**src/rtl/cell_pos_reader_if.sv**
```systemverilog
// Bus bundle for cell_pos_reader: cell-memory read port plus the
// valid/ready particle stream toward the pos cache / force front end.
interface cell_pos_reader_if #(
  parameter int DATA_WIDTH = 96,
  parameter int ADDR_WIDTH = 8
);
  // cell memory side
  logic [ADDR_WIDTH-1:0] mem_address;
  logic                  mem_rden;
  logic                  mem_wren;
  logic [DATA_WIDTH-1:0] mem_data;
  logic [DATA_WIDTH-1:0] mem_q;

  // particle stream side
  logic [DATA_WIDTH-1:0] out_data;
  logic [ADDR_WIDTH-1:0] out_index;
  logic                  out_last;
  logic                  out_valid;
  logic                  out_ready;

  // reader drives the memory port and the stream
  modport master (
    output mem_address, mem_rden, mem_wren, mem_data,
    input  mem_q,
    output out_data, out_index, out_last, out_valid,
    input  out_ready
  );

  // memory + consumer view
  modport slave (
    input  mem_address, mem_rden, mem_wren, mem_data,
    output mem_q,
    input  out_data, out_index, out_last, out_valid,
    output out_ready
  );
endinterface

```
**src/rtl/cell_pos_reader.sv**
```systemverilog
// Reads the particle count at address 0 of a cell position RAM, then
// streams particles 1..N out with backpressure. Reads are credit-limited
// so every read in flight always has a FIFO slot waiting for it.
module cell_pos_reader #(
  parameter int DATA_WIDTH   = 96,
  parameter int ADDR_WIDTH   = 8,
  parameter int PARTICLE_NUM = 220,
  parameter int RD_LATENCY   = 2,
  parameter int FIFO_DEPTH   = 4
) (
  input  logic                  clock,
  input  logic                  rst_n,
  input  logic                  start,
  output logic                  busy,
  output logic                  done,
  output logic [ADDR_WIDTH-1:0] particle_count,
  cell_pos_reader_if.master     bus
);

  localparam int FCW = $clog2(FIFO_DEPTH + 1);
  localparam int FIW = (FIFO_DEPTH > 1) ? $clog2(FIFO_DEPTH) : 1;
  localparam int OCW = $clog2(FIFO_DEPTH + RD_LATENCY + 1);
  localparam int WCW = $clog2(RD_LATENCY + 1);
  localparam logic [ADDR_WIDTH-1:0] MAX_IDX = ADDR_WIDTH'(PARTICLE_NUM - 1);

  typedef enum logic [2:0] {
    IDLE, RD_CNT, WAIT_CNT, STREAM, DRAIN, FINISH
  } state_t;

  state_t state, state_nx;

  // control / addressing
  logic [ADDR_WIDTH-1:0] nxt_addr;   // next particle address to issue
  logic [ADDR_WIDTH-1:0] last_addr;  // address held on the bus between reads
  logic [ADDR_WIDTH-1:0] count_r;    // clamped particle count
  logic [ADDR_WIDTH-1:0] rd_addr;
  logic [ADDR_WIDTH-1:0] cnt_clamped;
  logic [WCW-1:0]        wait_cnt;
  logic                  cnt_ready;
  logic                  issue;
  logic                  rden;

  // in-flight read tags: bit k set means a particle read issued k cycles ago
  logic [RD_LATENCY:1]                 vld_pipe;
  logic [RD_LATENCY:1][ADDR_WIDTH-1:0] idx_pipe;

  // output FIFO, shift style: entry 0 is always the head, so the stream
  // outputs come straight from flops. Empty entries are kept at zero.
  logic [FIFO_DEPTH-1:0]                 f_vld;
  logic [FIFO_DEPTH-1:0]                 f_last;
  logic [FIFO_DEPTH-1:0][DATA_WIDTH-1:0] f_data;
  logic [FIFO_DEPTH-1:0][ADDR_WIDTH-1:0] f_idx;
  logic [FCW-1:0]                        f_cnt;
  logic [FIW-1:0]                        wr_pos;
  logic [OCW-1:0]                        occ;
  logic                                  push, pop;

  // count word clamp and the cycle in which it is on mem_q
  assign cnt_clamped = (bus.mem_q[ADDR_WIDTH-1:0] > MAX_IDX) ? MAX_IDX
                                                            : bus.mem_q[ADDR_WIDTH-1:0];
  assign cnt_ready   = (state == WAIT_CNT) && (wait_cnt == WCW'(RD_LATENCY - 1));

  // credit check: buffered entries plus reads in flight; a pop in this
  // same cycle is deliberately not counted as free space
  always_comb begin
    occ = OCW'(f_cnt);
    for (int i = 1; i <= RD_LATENCY; i++) occ = occ + OCW'(vld_pipe[i]);
  end

  assign issue = (state == STREAM) && (occ < OCW'(FIFO_DEPTH));
  assign push  = vld_pipe[RD_LATENCY];
  assign pop   = f_vld[0] && bus.out_ready;
  assign wr_pos = FIW'(pop ? (f_cnt - FCW'(1)) : f_cnt);

  // memory port: count read at address 0, particle reads from nxt_addr,
  // otherwise the address lingers at the last issued value
  always_comb begin
    rden    = 1'b0;
    rd_addr = last_addr;
    if (state == RD_CNT) begin
      rden    = 1'b1;
      rd_addr = '0;
    end else if (issue) begin
      rden    = 1'b1;
      rd_addr = nxt_addr;
    end
  end

  assign bus.mem_rden    = rden;
  assign bus.mem_address = rd_addr;
  assign bus.mem_wren    = 1'b0;
  assign bus.mem_data    = '0;

  assign bus.out_valid = f_vld[0];
  assign bus.out_data  = f_data[0];
  assign bus.out_index = f_idx[0];
  assign bus.out_last  = f_last[0];

  assign busy           = (state inside {RD_CNT, WAIT_CNT, STREAM, DRAIN});
  assign done           = (state == FINISH);
  assign particle_count = count_r;

  // state register
  always_ff @(posedge clock or negedge rst_n) begin
    if (!rst_n) state <= IDLE;
    else        state <= state_nx;
  end

  // next-state decode
  always_comb begin
    state_nx = state;
    case (state)
      IDLE:     if (start) state_nx = RD_CNT;
      RD_CNT:   state_nx = WAIT_CNT;
      WAIT_CNT: if (cnt_ready) state_nx = (cnt_clamped == '0) ? FINISH : STREAM;
      STREAM:   if (issue && (nxt_addr == count_r)) state_nx = DRAIN;
      DRAIN:    if (pop && f_last[0]) state_nx = FINISH;
      FINISH:   state_nx = IDLE;
      default:  state_nx = IDLE;
    endcase
  end

  // count latch, address generation and the count-wait timer
  always_ff @(posedge clock or negedge rst_n) begin
    if (!rst_n) begin
      last_addr <= '0;
      nxt_addr  <= '0;
      count_r   <= '0;
      wait_cnt  <= '0;
    end else begin
      if (rden) last_addr <= rd_addr;
      if (state == RD_CNT)        wait_cnt <= '0;
      else if (state == WAIT_CNT) wait_cnt <= wait_cnt + WCW'(1);
      if (cnt_ready) count_r <= cnt_clamped;
      if (state == WAIT_CNT) nxt_addr <= ADDR_WIDTH'(1);
      else if (issue)        nxt_addr <= nxt_addr + ADDR_WIDTH'(1);
    end
  end

  // in-flight tag shift register; reset discards anything still in flight
  always_ff @(posedge clock or negedge rst_n) begin
    if (!rst_n) begin
      vld_pipe <= '0;
      idx_pipe <= '0;
    end else begin
      vld_pipe[1] <= issue;
      idx_pipe[1] <= nxt_addr;
      for (int i = 2; i <= RD_LATENCY; i++) begin
        vld_pipe[i] <= vld_pipe[i-1];
        idx_pipe[i] <= idx_pipe[i-1];
      end
    end
  end

  // output FIFO: shift on pop, then drop the returning word into the
  // first free slot (the push write wins over the shift for that slot)
  always_ff @(posedge clock or negedge rst_n) begin
    if (!rst_n) begin
      f_vld  <= '0;
      f_last <= '0;
      f_data <= '0;
      f_idx  <= '0;
      f_cnt  <= '0;
    end else begin
      if (pop) begin
        for (int i = 0; i < FIFO_DEPTH - 1; i++) begin
          f_vld[i]  <= f_vld[i+1];
          f_last[i] <= f_last[i+1];
          f_data[i] <= f_data[i+1];
          f_idx[i]  <= f_idx[i+1];
        end
        f_vld[FIFO_DEPTH-1]  <= 1'b0;
        f_last[FIFO_DEPTH-1] <= 1'b0;
        f_data[FIFO_DEPTH-1] <= '0;
        f_idx[FIFO_DEPTH-1]  <= '0;
      end
      if (push) begin
        f_vld[wr_pos]  <= 1'b1;
        f_last[wr_pos] <= (idx_pipe[RD_LATENCY] == count_r);
        f_data[wr_pos] <= bus.mem_q;
        f_idx[wr_pos]  <= idx_pipe[RD_LATENCY];
      end
      f_cnt <= f_cnt + FCW'(push) - FCW'(pop);
    end
  end

  // credit scheme guarantees a free slot for every return
  a_no_overflow: assert property (@(posedge clock) disable iff (!rst_n)
    !(push && !pop && (f_cnt == FCW'(FIFO_DEPTH))));

endmodule
```
**src/flat_wrapper.sv**
```systemverilog
// flat-port wrapper written by rule: the top's interface ports become plain ports
module cell_pos_reader_flat 
#(
  parameter int DATA_WIDTH   = 96,
  parameter int ADDR_WIDTH   = 8,
  parameter int PARTICLE_NUM = 220,
  parameter int RD_LATENCY   = 2,
  parameter int FIFO_DEPTH   = 4
)
  (clock, rst_n, start, busy, done, particle_count, bus_mem_address, bus_mem_rden, bus_mem_wren, bus_mem_data, bus_mem_q, bus_out_data, bus_out_index, bus_out_last, bus_out_valid, bus_out_ready);
  cell_pos_reader_if #(.DATA_WIDTH(DATA_WIDTH), .ADDR_WIDTH(ADDR_WIDTH)) bus_i ();
  input  logic clock;
  input  logic rst_n;
  input  logic start;
  output logic busy;
  output logic done;
  output logic [ADDR_WIDTH-1:0] particle_count;
  output wire logic [$bits(bus_i.mem_address)-1:0] bus_mem_address;
  output wire logic [$bits(bus_i.mem_rden)-1:0] bus_mem_rden;
  output wire logic [$bits(bus_i.mem_wren)-1:0] bus_mem_wren;
  output wire logic [$bits(bus_i.mem_data)-1:0] bus_mem_data;
  input wire logic [$bits(bus_i.mem_q)-1:0] bus_mem_q;
  output wire logic [$bits(bus_i.out_data)-1:0] bus_out_data;
  output wire logic [$bits(bus_i.out_index)-1:0] bus_out_index;
  output wire logic [$bits(bus_i.out_last)-1:0] bus_out_last;
  output wire logic [$bits(bus_i.out_valid)-1:0] bus_out_valid;
  input wire logic [$bits(bus_i.out_ready)-1:0] bus_out_ready;
  assign bus_mem_address = bus_i.mem_address;
  assign bus_mem_rden = bus_i.mem_rden;
  assign bus_mem_wren = bus_i.mem_wren;
  assign bus_mem_data = bus_i.mem_data;
  assign bus_i.mem_q = bus_mem_q;
  assign bus_out_data = bus_i.out_data;
  assign bus_out_index = bus_i.out_index;
  assign bus_out_last = bus_i.out_last;
  assign bus_out_valid = bus_i.out_valid;
  assign bus_i.out_ready = bus_out_ready;
  cell_pos_reader #(.DATA_WIDTH(DATA_WIDTH), .ADDR_WIDTH(ADDR_WIDTH), .PARTICLE_NUM(PARTICLE_NUM), .RD_LATENCY(RD_LATENCY), .FIFO_DEPTH(FIFO_DEPTH)) u_core (.clock(clock), .rst_n(rst_n), .start(start), .busy(busy), .done(done), .particle_count(particle_count), .bus(bus_i));
endmodule
```
**config.mk**
```make
export PLATFORM = sky130hd
export DESIGN_NAME = cell_pos_reader_flat
export DESIGN_NICKNAME = d
export VERILOG_FILES = /design/src/rtl/cell_pos_reader_if.sv /design/src/rtl/cell_pos_reader.sv /design/src/flat_wrapper.sv
export SDC_FILE = /design/constraint.sdc
export NUM_CORES = 1
export LEC_CHECK = 0
export ABC_AREA = 1
export CAP_MARGIN = 10
export CORE_MARGIN = 5
export CORE_UTILIZATION = 41
export DETAILED_ROUTE_END_ITERATION = 8
export PLACE_DENSITY = 0.61
export SLEW_MARGIN = 20
export SYNTH_ARGS = -nofsm -noshare
export SYNTH_HDL_FRONTEND = slang
export SYNTH_SLANG_ARGS = --single-unit
```
**constraint.sdc**
```tcl
create_clock -name clock -period 2 [get_ports clock]
set_input_delay 0.4 -clock clock [delete_from_list [all_inputs] [get_ports clock]]
set_output_delay 0.4 -clock clock [all_outputs]
set_load 0.01 [all_outputs]
```
==> After elaboration in Yosys (flattened, before gate mapping) <==
Index checks and enable logic that the tools add are counted.
{ "word_totals": {"inputBits": 100, "ff_bits": 474, "elab_cells": 88, "out_inout_bits": 222} }
{ "op_classes": {"n_bitwise": 1, "eq_ne": 12, "n_lt_le_gt_ge": 4, "addsub": 7, "muxes": 33, "n_reduce_logical": 12} }
{ "op_table": {"columns": ["cell", "count"], "rows": [
  ["384-bit two-way mux", 2],
  ["384-bit bitwise mux", 1],
  ["96-bit demux with 2-bit select", 1],
  ["96-bit two-way mux", 1],
  ["32-bit two-way mux", 2],
  ["8-bit two-way mux", 6],
  ["32-bit bitwise mux", 1],
  ["8-bit demux with 2-bit select", 1],
  ["8-bit equality test", 2],
  ["4-bit two-way mux", 4],
  ["3-bit two-way mux", 5],
  ["3-bit one-hot mux with 5 select lines", 1],
  ["3-bit by 1-bit adder with 3-bit output", 3],
  ["8-bit by 1-bit adder with 8-bit output, second input constant", 1],
  ["8-bit greater-than comparator, second input constant", 1],
  ["8-bit logical NOT", 1],
  ["3-bit by 2-bit equality test with 1-bit output, second input constant", 2],
  ["3-bit equality test, second input constant", 2],
  ["1-bit logical AND", 6],
  ["2-bit two-way mux", 3],
  ["2-bit inequality test, second input constant", 3],
  ["4-bit bitwise mux", 1],
  ["4-bit bitwise OR", 1],
  ["4-bit AND reduction", 1],
  ["14 further kinds", 17]
]} }

==> Depth between registers and ports, before layout <==
Gate-level depths: netlist of the first run.
{ "depth": {"word_depth": 8, "depth_mapped": 11, "mapped_depth_nobuf": 10} }

==> Least setup slack after synthesis of the first run <==
No wires, ideal clock.
{ "synth_path": {"path_type": "register to register", "start": "register u_core.f_vld[0]", "end": "register u_core.f_cnt[2]", "stages_incl_launch_ff": 12, "arrival_ns": 2.022, "period_less_slack_ns": 2.145, "path_slack_ns": -0.145, "path_buffers": 3, "setup_time_ns": 0.122, "t_required_ns": 1.878, "path_cell_list": "dfrtp_1 nand2_1 buf_4 inv_2 buf_2 buf_2 ha_1 inv_1 ha_1 inv_1 fa_1 xnor2_1"} }
{ "synth_between": {"elab_chain_len": 2} }
{ "synth_lines": {"columns": ["item", "line_no", "text"], "rows": [
  ["start, declared", "cell_pos_reader.sv:49", "logic [FIFO_DEPTH-1:0] f_vld;"],
  ["start signal, assigned by index", "cell_pos_reader.sv:167", "f_vld[i] <= f_vld[i+1];"],
  ["1-bit logical AND", "cell_pos_reader.sv:72", "assign pop = f_vld[0] && bus.out_ready;"],
  ["3-bit by 1-bit subtractor with 3-bit output", "cell_pos_reader.sv:183", "f_cnt <= f_cnt + FCW'(push) - FCW'(pop);"],
  ["end signal, assigned", "cell_pos_reader.sv:183", null],
  ["end, declared", "cell_pos_reader.sv:53", "logic [FCW-1:0] f_cnt;"]
]} }
Every way passes these cells.
A chain may end at the register's enable or synchronous reset.

==> Worst setup path after layout of the first run <==
{ "layout_path": {"start": "register u_core.f_cnt[0]", "end": "output bus_mem_address[5]"} }
{ "layout_between": {"elab_chain_len": 6} }
{ "layout_lines": {"columns": ["item", "line_no", "text"], "rows": [
  ["3-bit by 1-bit adder with 3-bit output (2 in series)", "cell_pos_reader.sv:67", "for (int i = 1; i <= RD_LATENCY; i++) occ = occ + OCW'(vld_pipe[i]);"],
  ["3-bit < comparator", "cell_pos_reader.sv:70", "assign issue = (state == STREAM) && (occ < OCW'(FIFO_DEPTH));"],
  ["1-bit logical AND", "cell_pos_reader.sv:70", null],
  ["8-bit two-way mux", "cell_pos_reader.sv:83", "end else if (issue) begin"],
  ["8-bit two-way mux", "cell_pos_reader.sv:80", "if (state == RD_CNT) begin"],
  ["end, declared", "flat_wrapper.sv:18", "output wire logic [$bits(bus_i.mem_address)-1:0] bus_mem_address;"]
]} }
Every way passes these cells.

==> results of run 1 <==
-- routing by layer --
metal  up-vias  track usage, %  part of all wire [%]  routed length [um]
met5         -               0                     0                   0
li1       8864               -                     -                   -
met4         0            5.15                   2.1                1190
met3        87            3.46                   4.6                2640
met1      8836            24.2                    45               25500
met2       399            30.1                    49               27700
-- final timing paths --
| check | from | to | slack, ns |
|---|---|---|---|
| max in group asynchronous | rst_n | u_core.f_data[189]$_DFF_PN0_ | 0.82 |
| max reg2reg | u_core.f_vld[0]$_DFF_PN0_ | u_core.bus.out_data[48]$_DFF_PN0_ | 0.04 |
| min reg2reg | u_core.idx_pipe[3]$_DFF_PN0_ | u_core.idx_pipe[11]$_DFF_PN0_ | 0.35 |
| min | rst_n | u_core.bus.out_data[66]$_DFF_PN0_ | 0.30 |
| min in group clock | u_core.idx_pipe[3]$_DFF_PN0_ | u_core.idx_pipe[11]$_DFF_PN0_ | 0.35 |
| max | u_core.f_cnt[0]$_DFF_PN0_ | bus_mem_address[5] | -0.69 |
-- synth_stat cells --
library cell / instances
xnor2_1: 10
inv_1: 244
buf_4: 217
ha_1: 5
buf_2: 105
a21oi_1: 9
nand2b_2: 1
nand3_1: 131
nor2_2: 1
nor2_1: 121
nand4_1: 7
buf_6: 1
a31oi_1: 104
dfrtp_1: 474
o21ai_1: 135
nor3_1: 1
a22oi_1: 2
xor2_1: 4
nand2_1: 692
inv_2: 3
fa_1: 1
conb_1: 1
o31ai_1: 1
o22ai_1: 2
clkbuf_1: 47
o211ai_1: 2
buf_1: 10
o21ai_0: 425
-- metrics by stage --
| stage | setup slack, ns | hold WS (ns) | util [%] | cell area [sq um] |
|---|---|---|---|---|
| 2_1_floorplan | -0.0163 | 0.104 | - | 23100 |
| 3_3_place_gp | -0.454 | 0.331 | 45.7 | 25100 |
| 3_5_place_dp | -0.489 | 0.336 | 45.7 | 25100 |
| 4_1_cts | -0.687 | 0.303 | 49.3 | 27100 |
| 5_1_grt | -0.831 | 0.319 | 49.7 | 27400 |
| 6_report | -0.687 | 0.303 | 49.7 | 27400 |
-- power by group --
part / leakage (uW) / switching [uW] / internal [uW] / total (uW)
registers: 0.00600 / 0 / 9590 / 9590
clock network: 0.000869 / 3970 / 5720 / 9690
logic: 0.00650 / 454 / 240 / 694
-- worst max-delay path: stages (launching register included) --
cell and delay (ns):
dfrtp_1 0.39, ha_1 0.29, nand2_1 0.08, nand2_2 0.07
nand2_2 0.07, nand2_2 0.06, nor2_4 0.21, clkinvlp_4 0.16
buf_6 0.14, o21ai_2 0.11, buf_2 0.14
-- timing repair --
| action | 4_1_cts | 5_1_grt |
|---|---|---|
| endpoints found under the setup margin | 23 | 33 |
| hold buffers | 1 | 0 |
| hold endpoints to repair | 31 | 0 |
| gates resized for setup | 81 | 30 |
| pin swaps | 4 | 9 |
| cloned | 2 | 4 |
| buffers inserted | 19 | 10 |
-- flip-flops by register name, indices dropped and copies added, names as in the netlist, 8 cells and up --
| register | count |
|---|---|
| u_core.particle_count | 8 |
| u_core.nxt_addr | 8 |
| u_core.f_data | 288 |
| u_core.last_addr | 8 |
| u_core.f_idx | 24 |
| u_core.bus.out_index | 8 |
| u_core.bus.out_data | 96 |
| u_core.idx_pipe | 16 |
-- layout make-up --
| class | instances | area (sq um) | share of cell area [%] |
|---|---|---|---|
| Sequential cell | 474 | 11900 | 43.4 |
| Antenna cell | 1 | 2.50 | 0.00915 |
| Clock inverter | 22 | 189 | 0.691 |
| Inverter | 247 | 937 | 3.43 |
| Timing Repair Buffer | 350 | 3760 | 13.8 |
| Multi-Input combinational cell | 1751 | 8070 | 29.5 |
| Clock buffer | 75 | 1570 | 5.74 |
| Tap cell | 748 | 936 | 3.42 |
| Timing Repair inverter | 2 | 15.0 | 0.0549 |
-- cell families (layout without fill, tap and decap cells) --
| kind of cell | after synthesis | count (layout) |
|---|---|---|
| AND/OR/NAND/NOR | 954 | 954 |
| AO/OA/AOI/OAI | 680 | 680 |
| buffers and inverters | 627 | 696 |
| flip-flops | 474 | 474 |
| XOR/XNOR | 14 | 14 |
| adder cells (fa/ha/maj) | 6 | 6 |
| other | 1 | 98 |
==> qor.txt, run 1 <==
final hold vios - 0
buffers added on ports - 224
core area - 0.0550 sq mm
area delta synth->final - 20.5%
synthesized netlist cell count - 2,756
number of max-cap violations - 0
drt total wl - 57,000 um
main area contributors after synthesis - dfrtp_1 52%, nand2_1 11%, o21ai_0 9.4%
die height - 245 um
Yosys cell types - 28
failing checks - negative setup slack
Root Buffer - clkbuf_16
post-DP HPWL - 35,400 um
data arrival time of the worst path - 2.29 ns
total global routing overflow - 0
Crit Path Class - register to output port
wire per inst - 15.5 um
die width - 245 um
Post-Syn Area - 0.0227 sq mm
R2R depth - 8
status - finished with violations
drt first pass iters - 5
XOR/XNOR Fraction of Synth Area - 0.540%
Seq cells post-synth - 474
critical path capture point type - output port
peak supply drop - 0.000574 V
area leader, netlist - dfrtp_1
Tot Pwr - 20,000 uW
Setup crit start kind - register
TritonCTS buffer count - 52
drt drc - 0
non-filler cells, final - 3,670
most common cell after layout, fill and taps aside - nand2_1
H-tree Lvls - 2
min Tclk post-route - 2.69 ns
Iteration-0 DRC Markers - 1,301
Adder-Cell Fraction of Synth Area - 0.364%
Hold Path Class - input pin to asynchronous set/reset pin
sequential share of the synthesized area - 52.3%
post-synthesis mux area share - 0%
worst-skew pair later-pin latency - 0.60 ns
dpl cells - 3,541
PD cells - 730 mW/mm^2
routed via count - 18,200
Final Cycle Share - 134%
CTS tree - done
# setup viols final - 11
Leak - 0.0134 uW
Tot GR Track Use - 18.1%
clk_skew - 0.0260 ns
RSZ-0062 raised after global routing - yes
I/O pin total - 322
worst-path maximum fanout - 4
initial antenna violation count - 1
setup TNS - -6.02 ns
Via-to-Cell Ratio - 4.96
Synth top area share - 52.3%
Worst-path clk slew - 0.06 ns
most frequent cells in the layout - 684 x nand2_1, 468 x dfrtp_1, 417 x o21ai_0
Detail Route Antenna Nets - 0
share of cells above drive strength 1 - 9.24%
post-route setup slack - -0.687 ns
largest family of logic cells by synthesized area - simple AND/OR/NAND/NOR gates
simple-gate share of the synthesized area - 16.6%
Final #Nets - 2,984
vias in the first global route - 17,900
Clock Sinks - 474
Rows - 86
Filler Cells Inserted - 5,178
f_max - 372 MHz
Avg Cell Area, Syn - 8.24 sq um
die area - 0.0602 sq mm
Ys Warns - 0
compound-cell area share of the yosys netlist - 15.6%
max-slew violations - 0
Initial Utilization - 41.3%
first-pass GRT wire length - 91,700 um
routability cong. - 0.827
largest net degree at the start of global routing - 90
Worst Path Required - 1.60 ns
maximum clock path buffer count - 3
Note: power is estimated with default switching activity, not from simulation.
==> inputs of run 2 (changes only) <==
--- a/config.mk
+++ b/config.mk
@@ -11,7 +11,6 @@
 export CORE_UTILIZATION = 41
 export DETAILED_ROUTE_END_ITERATION = 8
 export PLACE_DENSITY = 0.61
-export SLEW_MARGIN = 20
 export SYNTH_ARGS = -nofsm -noshare
 export SYNTH_HDL_FRONTEND = slang
 export SYNTH_SLANG_ARGS = --single-unit
==> results of run 2 <==
Final layout, timing and power as in run 1 (identical DEF).
==> inputs of run 3 (changes only) <==
--- a/config.mk
+++ b/config.mk
@@ -7,10 +7,10 @@
 export LEC_CHECK = 0
 export ABC_AREA = 1
 export CAP_MARGIN = 10
-export CORE_MARGIN = 5
 export CORE_UTILIZATION = 41
 export DETAILED_ROUTE_END_ITERATION = 8
-export PLACE_DENSITY = 0.61
+export PLACE_DENSITY = 0.59
+export SLEW_MARGIN = 20
 export SYNTH_ARGS = -nofsm -noshare
 export SYNTH_HDL_FRONTEND = slang
 export SYNTH_SLANG_ARGS = --single-unit
==> constraint.sdc (replaced) <==
create_clock -name clock -period 3.1 [get_ports clock]
set_input_delay 0.62 -clock clock [delete_from_list [all_inputs] [get_ports clock]]
set_output_delay 0.62 -clock clock [all_outputs]
set_load 0.01 [all_outputs]
==> qor.txt, run 3 (synthesis gave the netlist of run 1 again) <==
f_max - 329 MHz
Tot GR Track Use - 18.9%
die width - 237 um
critical path's top delay family - buffers and inverters
dpl cells - 3,429
Worst Path Required - 2.48 ns
non-filler cells, final - 3,540
Tot Pwr - 13,400 uW
Final #Nets - 2,905
H-tree Lvls - 2
drt total wl - 52,800 um
worst-skew pair later-pin latency - 0.61 ns
worst-path maximum fanout - 4
Place WS - 0.307 ns
min Tclk post-route - 3.04 ns
Iteration-0 DRC Markers - 1,420
CTS tree - done
area delta synth->final - 16.3%
core area - 0.0542 sq mm
Setup crit start kind - register
PD cells - 506 mW/mm^2
drt first pass iters - 5
routed via count - 17,600
drt drc - 0
maximum clock path buffer count - 3
Clock Sinks - 474
largest net degree at the start of global routing - 200
data arrival time of the worst path - 2.42 ns
Slowest-stage cell, CP - dfrtp_1
most common cell after layout, fill and taps aside - nand2_1
Root Buffer - clkbuf_16
# setup viols final - 0
buffers added on ports - 224
Leak - 0.0129 uW
post-DP HPWL - 31,800 um
Rows - 85
max FFs per register - 288
Via-to-Cell Ratio - 4.97
Most flops, register - u_core.f_data
first-pass GRT wire length - 87,800 um
Final Cycle Share - 98.1%
routability cong. - 0.797
number of max-cap violations - 0
Hold Path Class - input pin to asynchronous set/reset pin
final hold vios - 0
Slew @ Worst Pin - 1.01 ns
die height - 237 um
hold buffers post-CTS - 0
status - complete, no violations
Crit Path Class - register to output port
Worst-path clk slew - 0.06 ns
I/O pin total - 322
Cell Chain, Critical Path - ha_4 -> nand2_1 -> nand2_2 -> nand2_1 -> nand2_2 -> nor2_4 -> buf_12 -> clkinvlp_4 -> o21ai_0 -> dlygate4sd2_1
vias in the first global route - 16,900
worst path bufs/invs - 3
Detail Route Antenna Nets - 0
share of cells above drive strength 1 - 5.45%
clk_skew - 0.0229 ns
peak supply drop - 0.000433 V
n_diodes - 0
max-slew violations - 0
critical path capture point type - output port
wire per inst - 14.9 um
Initial Utilization - 41.8%
total global routing overflow - 0
post-route setup slack - 0.0575 ns
TritonCTS buffer count - 53
most frequent cells in the layout - 688 x nand2_1, 473 x dfrtp_1, 424 x o21ai_0
initial antenna violation count - 0
max incr delay on CP - 0.45 ns
die area - 0.0563 sq mm
Worst slew margin - 32.8%
## run 3: cell types whose count changed in the layout (fill, tap and decap cells not counted), moves of 5 or more
| cell | previous run | this run |
|---|---|---|
| buf_4 | 74 | 23 |
| inv_1 | 239 | 244 |
| inv_2 | 6 | 1 |
| buf_12 | 36 | 22 |
| clkbuf_8 | 14 | 9 |
| clkdlybuf4s50_1 | 200 | 214 |
| o21ai_0 | 417 | 424 |
| buf_6 | 10 | 0 |
| dfrtp_2 | 6 | 1 |
| dfrtp_1 | 468 | 473 |
| bufinv_16 | 2 | 8 |
| clkbuf_1 | 7 | 12 |
| clkinv_2 | 13 | 8 |
## run 3: final cells by class
class / instances / area (sq um)
well taps: 696 / 871
fillers: 5174 / 27800
repair inverters: 2 / 13.8
clock buffers: 76 / 1550
inverters: 247 / 940
repair buffers: 270 / 2840
flip-flops and latches: 474 / 11900
clock inverters: 24 / 348
multi-input cells: 1751 / 7970
## run 3: path summary, 6_finish.rpt
| kind | slack (ns) | depth (start not counted) | to | start |
|---|---|---|---|---|
| max | 0.06 | 10 | bus_mem_address[3] | u_core.f_cnt[0]$_DFF_PN0_ |
| min | 0.0009 | 1 | u_core.bus.out_data[72]$_DFF_PN0_ | rst_n |
| max reg2reg | 1.05 | 6 | u_core.f_data[269]$_DFF_PN0_ | u_core.f_vld[0]$_DFF_PN0_ |
| min reg2reg | 0.35 | 0 | u_core.idx_pipe[9]$_DFF_PN0_ | u_core.idx_pipe[1]$_DFF_PN0_ |
| max in group asynchronous | 2.14 | 2 | u_core.vld_pipe[2]$_DFF_PN0_ | rst_n |
| min in group clock | 0.35 | 0 | u_core.idx_pipe[9]$_DFF_PN0_ | u_core.idx_pipe[1]$_DFF_PN0_ |
## run 3: where the power goes
| group | switching, uW | internal [uW] | leakage, uW |
|---|---|---|---|
| Sequential | 0 | 6190 | 0.00600 |
| Combinational | 287 | 141 | 0.00597 |
| Clock | 2600 | 4140 | 0.000921 |
| Total | 2890 | 10500 | 0.0129 |
## run 3: repair_timing
item | CTS | global route
gates cloned | 1 | 1
setup endpoints to repair | 9 | 9
gates resized for setup | 20 | 10
setup buffers | 4 | 5
pin swaps | 1 | 0
## run 3: layer usage
metal | up-vias | part of all wire (%) | wire length, um | track usage, %
met5 | - | 0 | 0 | 0
met4 | 0 | 2.3 | 1200 | 5.75
met3 | 75 | 4.8 | 2510 | 3.01
met2 | 389 | 46 | 24300 | 29.4
met1 | 8456 | 47 | 24800 | 27.1
li1 | 8688 | - | - | -
## run 3: worst register-to-register path: stages, from the launching register on
cell and delay, ns:
dfrtp_1 0.47, nand2_4 0.16, inv_8 0.10, buf_12 0.46
o21ai_0 0.54, nand2_1 0.11, o21ai_1 0.06
## run 3: through the flow
stage / cell area (sq um) / TNS, ns / hold slack [ns] / util [%]
after floorplan: 23100 / 0 / 0.324 / -
final: 26400 / 0 / 0.000882 / 48.7
after detailed placement: 24400 / 0 / 0.335 / 45.0
after global placement: 24400 / 0 / 0.332 / 45.0
after global routing: 26400 / -0.343 / 0.0348 / 48.7
after CTS: 26300 / 0 / 0.00406 / 48.5
